--- config.mk ---
export PLATFORM = sky130hd
export DESIGN_NAME = detector_victoria_seq
export DESIGN_NICKNAME = d
export VERILOG_FILES = /design/src/rtl/detector_victoria_seq.sv
export SDC_FILE = /design/constraint.sdc
export NUM_CORES = 1
export LEC_CHECK = 0
export BUFFER_PORTS_ARGS = -buffer_cell sky130_fd_sc_hd__buf_2
export CAP_MARGIN = 10
export CORE_UTILIZATION = 40
export CTS_CLUSTER_SIZE = 14
export DETAILED_ROUTE_END_ITERATION = 10
export GPL_TIMING_DRIVEN = 1
export SKIP_LAST_GASP = 1
export SYNTH_ARGS = -nofsm -noshare
export SYNTH_HDL_FRONTEND = slang
export SYNTH_SLANG_ARGS = --single-unit
--- constraint.sdc ---
create_clock -name clk -period 7.4 [get_ports clk]
set_input_delay 0.74 -clock clk [delete_from_list [all_inputs] [get_ports clk]]
set_output_delay 0.74 -clock clk [all_outputs]
set_load 0.02 [all_outputs]
--- src/rtl/detector_victoria_seq.sv ---
// Sequential N-in-a-row detector: snapshots a board, scans one anchor cell per cycle
// in row-major order and reports the first winning line, or a draw when the board is full.
// tablero is flattened: cell (f,c) occupies bits [2*(f*COLUMNAS+c) +: 2].
// estado exposes the FSM state (0 REPOSO, 1 ESCANEO, 2 FIN) for observation.
module detector_victoria_seq #(
  parameter int FILAS    = 6,
  parameter int COLUMNAS = 7,
  parameter int N_LINEA  = 4,
  localparam int NC = FILAS * COLUMNAS,
  localparam int BW = 2 * NC,
  localparam int FW = (FILAS > 1) ? $clog2(FILAS) : 1,
  localparam int CW = (COLUMNAS > 1) ? $clog2(COLUMNAS) : 1,
  localparam int KW = (NC > 1) ? $clog2(NC) : 1
) (
  input  logic          clk,
  input  logic          rst,
  input  logic [BW-1:0] tablero,
  input  logic          inicio,
  output logic          ocupado,
  output logic          listo,
  output logic          hay_ganador,
  output logic [1:0]    jugador_ganador,
  output logic          empate,
  output logic [FW-1:0] fila_ganadora,
  output logic [CW-1:0] col_ganadora,
  output logic [1:0]    direccion,
  output logic [1:0]    estado
);

  typedef enum logic [1:0] {REPOSO = 2'd0, ESCANEO = 2'd1, FIN = 2'd2} estado_t;

  localparam logic [KW-1:0] K_ULT = KW'(NC - 1);
  localparam logic [CW-1:0] C_ULT = CW'(COLUMNAS - 1);

  estado_t       state_q, state_d;
  logic [BW-1:0] snap_q, snap_d;
  logic [KW-1:0] k_q, k_d;
  logic [FW-1:0] f_q, f_d;
  logic [CW-1:0] c_q, c_d;
  logic          ocupado_q, ocupado_d;
  logic          listo_q, listo_d;
  logic          gan_q, gan_d;
  logic [1:0]    jug_q, jug_d;
  logic          emp_q, emp_d;
  logic [FW-1:0] fila_q, fila_d;
  logic [CW-1:0] col_q, col_d;
  logic [1:0]    dir_q, dir_d;

  logic [3:0]    m;
  logic [1:0]    v_anchor;
  logic [1:0]    dir_hit;
  logic          lleno;

  // Cells outside the board read as empty so they can never complete a line.
  function automatic logic [1:0] celda(input int r, input int cc);
    if (r < 0 || r >= FILAS || cc < 0 || cc >= COLUMNAS) return 2'd0;
    return snap_q[2*(r*COLUMNAS+cc) +: 2];
  endfunction

  function automatic logic linea(input int r, input int cc, input int dr, input int dc);
    logic [1:0] v0;
    logic       ok;
    v0 = celda(r, cc);
    ok = (v0 == 2'd1) || (v0 == 2'd2);
    for (int i = 1; i < N_LINEA; i++) begin
      if (celda(r + i*dr, cc + i*dc) != v0) ok = 1'b0;
    end
    return ok;
  endfunction

  always_comb begin
    m[0]     = linea(int'(f_q), int'(c_q), 0, 1);
    m[1]     = linea(int'(f_q), int'(c_q), 1, 0);
    m[2]     = linea(int'(f_q), int'(c_q), 1, 1);
    m[3]     = linea(int'(f_q), int'(c_q), 1, -1);
    v_anchor = celda(int'(f_q), int'(c_q));
    if (m[0])      dir_hit = 2'd0;
    else if (m[1]) dir_hit = 2'd1;
    else if (m[2]) dir_hit = 2'd2;
    else           dir_hit = 2'd3;
    lleno = 1'b1;
    for (int i = 0; i < NC; i++) begin
      if (snap_q[2*i +: 2] == 2'd0 || snap_q[2*i +: 2] == 2'd3) lleno = 1'b0;
    end
  end

  always_comb begin
    state_d   = state_q;
    snap_d    = snap_q;
    k_d       = k_q;
    f_d       = f_q;
    c_d       = c_q;
    ocupado_d = 1'b0;
    listo_d   = 1'b0;
    gan_d     = gan_q;
    jug_d     = jug_q;
    emp_d     = emp_q;
    fila_d    = fila_q;
    col_d     = col_q;
    dir_d     = dir_q;
    case (state_q)
      REPOSO: begin
        if (inicio) begin
          snap_d    = tablero;
          k_d       = '0;
          f_d       = '0;
          c_d       = '0;
          state_d   = ESCANEO;
          ocupado_d = 1'b1;
        end
      end
      ESCANEO: begin
        if (m != 4'd0) begin
          gan_d   = 1'b1;
          jug_d   = v_anchor;
          emp_d   = 1'b0;
          fila_d  = f_q;
          col_d   = c_q;
          dir_d   = dir_hit;
          state_d = FIN;
          listo_d = 1'b1;
        end else if (k_q == K_ULT) begin
          gan_d   = 1'b0;
          jug_d   = 2'd0;
          emp_d   = lleno;
          fila_d  = '0;
          col_d   = '0;
          dir_d   = 2'd0;
          state_d = FIN;
          listo_d = 1'b1;
        end else begin
          // Row/column track k so the anchor coordinates need no divider.
          k_d       = k_q + KW'(1);
          ocupado_d = 1'b1;
          if (c_q == C_ULT) begin
            c_d = '0;
            f_d = f_q + FW'(1);
          end else begin
            c_d = c_q + CW'(1);
          end
        end
      end
      FIN: state_d = REPOSO;
      default: state_d = REPOSO;
    endcase
  end

  always_ff @(posedge clk or posedge rst) begin
    if (rst) begin
      state_q   <= REPOSO;
      snap_q    <= '0;
      k_q       <= '0;
      f_q       <= '0;
      c_q       <= '0;
      ocupado_q <= 1'b0;
      listo_q   <= 1'b0;
      gan_q     <= 1'b0;
      jug_q     <= 2'd0;
      emp_q     <= 1'b0;
      fila_q    <= '0;
      col_q     <= '0;
      dir_q     <= 2'd0;
    end else begin
      state_q   <= state_d;
      snap_q    <= snap_d;
      k_q       <= k_d;
      f_q       <= f_d;
      c_q       <= c_d;
      ocupado_q <= ocupado_d;
      listo_q   <= listo_d;
      gan_q     <= gan_d;
      jug_q     <= jug_d;
      emp_q     <= emp_d;
      fila_q    <= fila_d;
      col_q     <= col_d;
      dir_q     <= dir_d;
    end
  end

  assign ocupado         = ocupado_q;
  assign listo           = listo_q;
  assign hay_ganador     = gan_q;
  assign jugador_ganador = jug_q;
  assign empate          = emp_q;
  assign fila_ganadora   = fila_q;
  assign col_ganadora    = col_q;
  assign direccion       = dir_q;
  assign estado          = state_q;

endmodule
==> flow_summary.yaml <==
logic_synthesis:
  syn_avg_cell_area_sq_um: 9.53
  synth_nets: 1779
  yosys.area_share.simple_pct: 17.8
  synth_xor_area_share_pct: 7.19
  synth_compound_area_share_pct: 11.4
  synth-async-reset-ratio_pct: 100
  synth_top_cells_by_count: "317 x nand2_1, 132 x mux4_2, 118 x mux2i_1"
  synth_top_area_share_pct: 19.8
  synth_top_family_by_area: "multiplexers"
  ys_ff_latch: 112
  seq_area_frac_synth_pct: 18.6
  syn_inst: 1578
  synthAdderAreaFrac_pct: 10.5
  yosysMostFrequentCell: "nand2_1"
  synth_cell_type_count: 88
  synth_edf_count: 0
  synth.area.top_cells: "mux4_2 20%, dfrtp_1 19%, nand2_1 7.9%, mux2i_1 7.9%, ha_1 7.7%"
  syn-cell-area_sq_um: 15000
  synth.area.mux_share_pct: 30.6
  post-synth-top-area-cell: "mux4_2"
  ys.flop_type: "dfrtp_1"
  yosys_warnings: 0
clock_tree:
  post_cts_resized: 0
  clockRootBuffer: "clkbuf_16"
  postCtsHoldBufs: 0
  cts_tree: "built"
  worstSkewPairLatency_ps: 380
  clk_path_buf_depth: 2
  cts_max_level: 3
  cts.sinks: 112
  post-cts-setup-buffers: 0
  clk_pin_slew_worst_paths_ps: 80
  cts-buffers-inserted: 9
global_routing:
  grt_overflow: 0
  grt_pass1_vias: 13000
  grt_first_pass_wirelength_um: 79300
  antenna_found_initial: 0
  grt_util_all_layers_pct: 27.2
  grt_max_degree: 93
critical_path:
  critPathCaptureType: "flop"
  criticalPathCategory: "flop to flop"
  critPathLaunchType: "flop"
  worstPathArrival_ps: 6890
  slowest_delay_ps: 670
  crit_required_ps: 7610
  cp_cell_sequence: "inv_1 -> ha_1 -> inv_1 -> fa_1 -> inv_1 -> fa_1 -> xnor2_1 -> inv_2 -> ha_1 -> xnor2_1 -> o211ai_1 -> or3_1 -> a2111o_1 -> o21ai_1 -> o211ai_1 -> nand4_4 -> buf_4 -> a2bb2oi_1 -> a21oi_1"
  path_common_cell: "inv_1"
  crit_path_top_delay_cell: "xnor2_1"
  reg2regPathDepth: 19
  cp_top_family: "adder cells"
  cp_max_fo: 13
  cp_num_cells: 19
  cp_num_buf_inv: 5
placed_design:
  place_area_sq_um: 16200
  placement.io_buffers: 102
  gp_congestion: 0.970
  hpwlAfterDp_um: 42000
sta:
  slew_viol_final: 0
  fin_crit_ps: 6680
  setup_viol: 0
  finalCritPeriodShare_pct: 90.3
  max_slew_margin_pct: 15.3
  setup-tns-final_ps: 0
  hold_viol: 0
  fmax_ghz: 0.150
  tightest_slew_ps: 1270
  worst_clock_skew_ps: 10.5
  rsz0062_at_grt: "false"
detailed_routing:
  wl_per_cell_um: 24.2
  vias_per_cell: 6.21
  drc: 0
  ant_nets: 0
  dr.pass1.iters: 5
  routed_wl_um: 51900
  drt-initial-drc-count: 1314
  vias: 13300
die:
  die_x_um: 196
  io_pins: 103
  die-area_sq_um: 38400
  start_util_pct: 40.9
  core_area_sq_um: 36800
  dieHeight_um: 196
  floorplan.rows: 70
min_path:
  hp-class: "primary input to asynchronous set/reset pin"
layout:
  nets: 1874
  antenna_cells: 0
  syn_to_final_growth_pct: 9.87
  final_area_sq_um: 16500
  drive_gt1_share_pct: 21.9
  fillers: 3580
run_status:
  outcome: "finished, final reports clean"
job:
  cap_viol_max_count: 0
-- registers in the layout, indices dropped and copies added, names as in the netlist --
signal	cells
direccion	2
ocupado	1
f_q	3
snap_q	84
k_q	6
hay_ganador	1
empate	1
estado	2
c_q	3
col_ganadora	3
fila_ganadora	3
listo	1
jugador_ganador	2
-- placed cells by master, fill, tap and decap left out, types with 14 or more instances in the layout --
cell        n
nor2_1     54
ha_1       92
nand2b_1   15
nor3_1     21
fa_1       20
mux4_2    132
nand4_1    17
buf_4      50
buf_2     102
a21o_1     19
xnor2_1    51
nor2b_1    22
a211oi_1   20
xor2_1     56
nor4_1     14
nand3_1    31
nand2_1   316
dfrtp_1   112
inv_1      54
a21oi_1    54
o211ai_1   19
mux2_2     38
o21ai_0    36
mux2i_1   118
-- final cells by class --
cell class,instances,area (sq um),share of cell area [%]
Timing Repair Buffer,153,906,5.48
Tap cell,468,586,3.55
Inverter,58,220,1.33
Multi-Input combinational cell,1339,11700,70.8
Sequential cell,112,2800,17.0
Clock inverter,6,67.6,0.409
Clock buffer,10,239,1.45
-- layer usage --
metal  global-route usage [%]  vias to the layer above  share of wire (%)
met5                        0                        -                  0
met4                     10.8                        0                4.3
met3                     4.54                      107                7.4
met2                     43.0                      630                 45
met1                     37.1                     6532                 44
li1                         -                     6054                  -
-- through the flow --
stage / util [%] / cells / worst slack, ps / hold WS (ps)
6_report: 44.9 / 2146 / 715 / 397
5_1_grt: 44.9 / 2146 / 313 / 441
4_1_cts: 44.9 / 2146 / 779 / 413
3_5_place_dp: 44.1 / 2130 / 813 / 477
3_3_place_gp: 44.1 / 2130 / 1040 / 456
2_1_floorplan: - / 1578 / 1190 / 452
-- path summary, 6_finish.rpt --
path                       slack (ps)                 endpoint               startpoint
max reg2reg                       720       empate$_DFFE_PP0P_       f_q[1]$_DFFE_PP0P_
max in group asynchronous        5690       f_q[0]$_DFFE_PP0P_                      rst
min in group clk                  490  hay_ganador$_DFFE_PP0P_  hay_ganador$_DFFE_PP0P_
min                               400   snap_q[39]$_DFFE_PP0P_                      rst
min reg2reg                       490  hay_ganador$_DFFE_PP0P_  hay_ganador$_DFFE_PP0P_
max                               720       empate$_DFFE_PP0P_       f_q[1]$_DFFE_PP0P_
-- kinds of logic after synthesis --
logic type	Yosys count
AND/OR/NAND/NOR	571
adder cells (fa/ha/maj)	114
XOR/XNOR	116
flip-flops	112
AO/OA/AOI/OAI	248
multiplexers	290
buffers and inverters	127
Power is left out: the tool's default activity adds up to more than one toggle a clock period on the data nets, which glitch-free logic cannot reach.
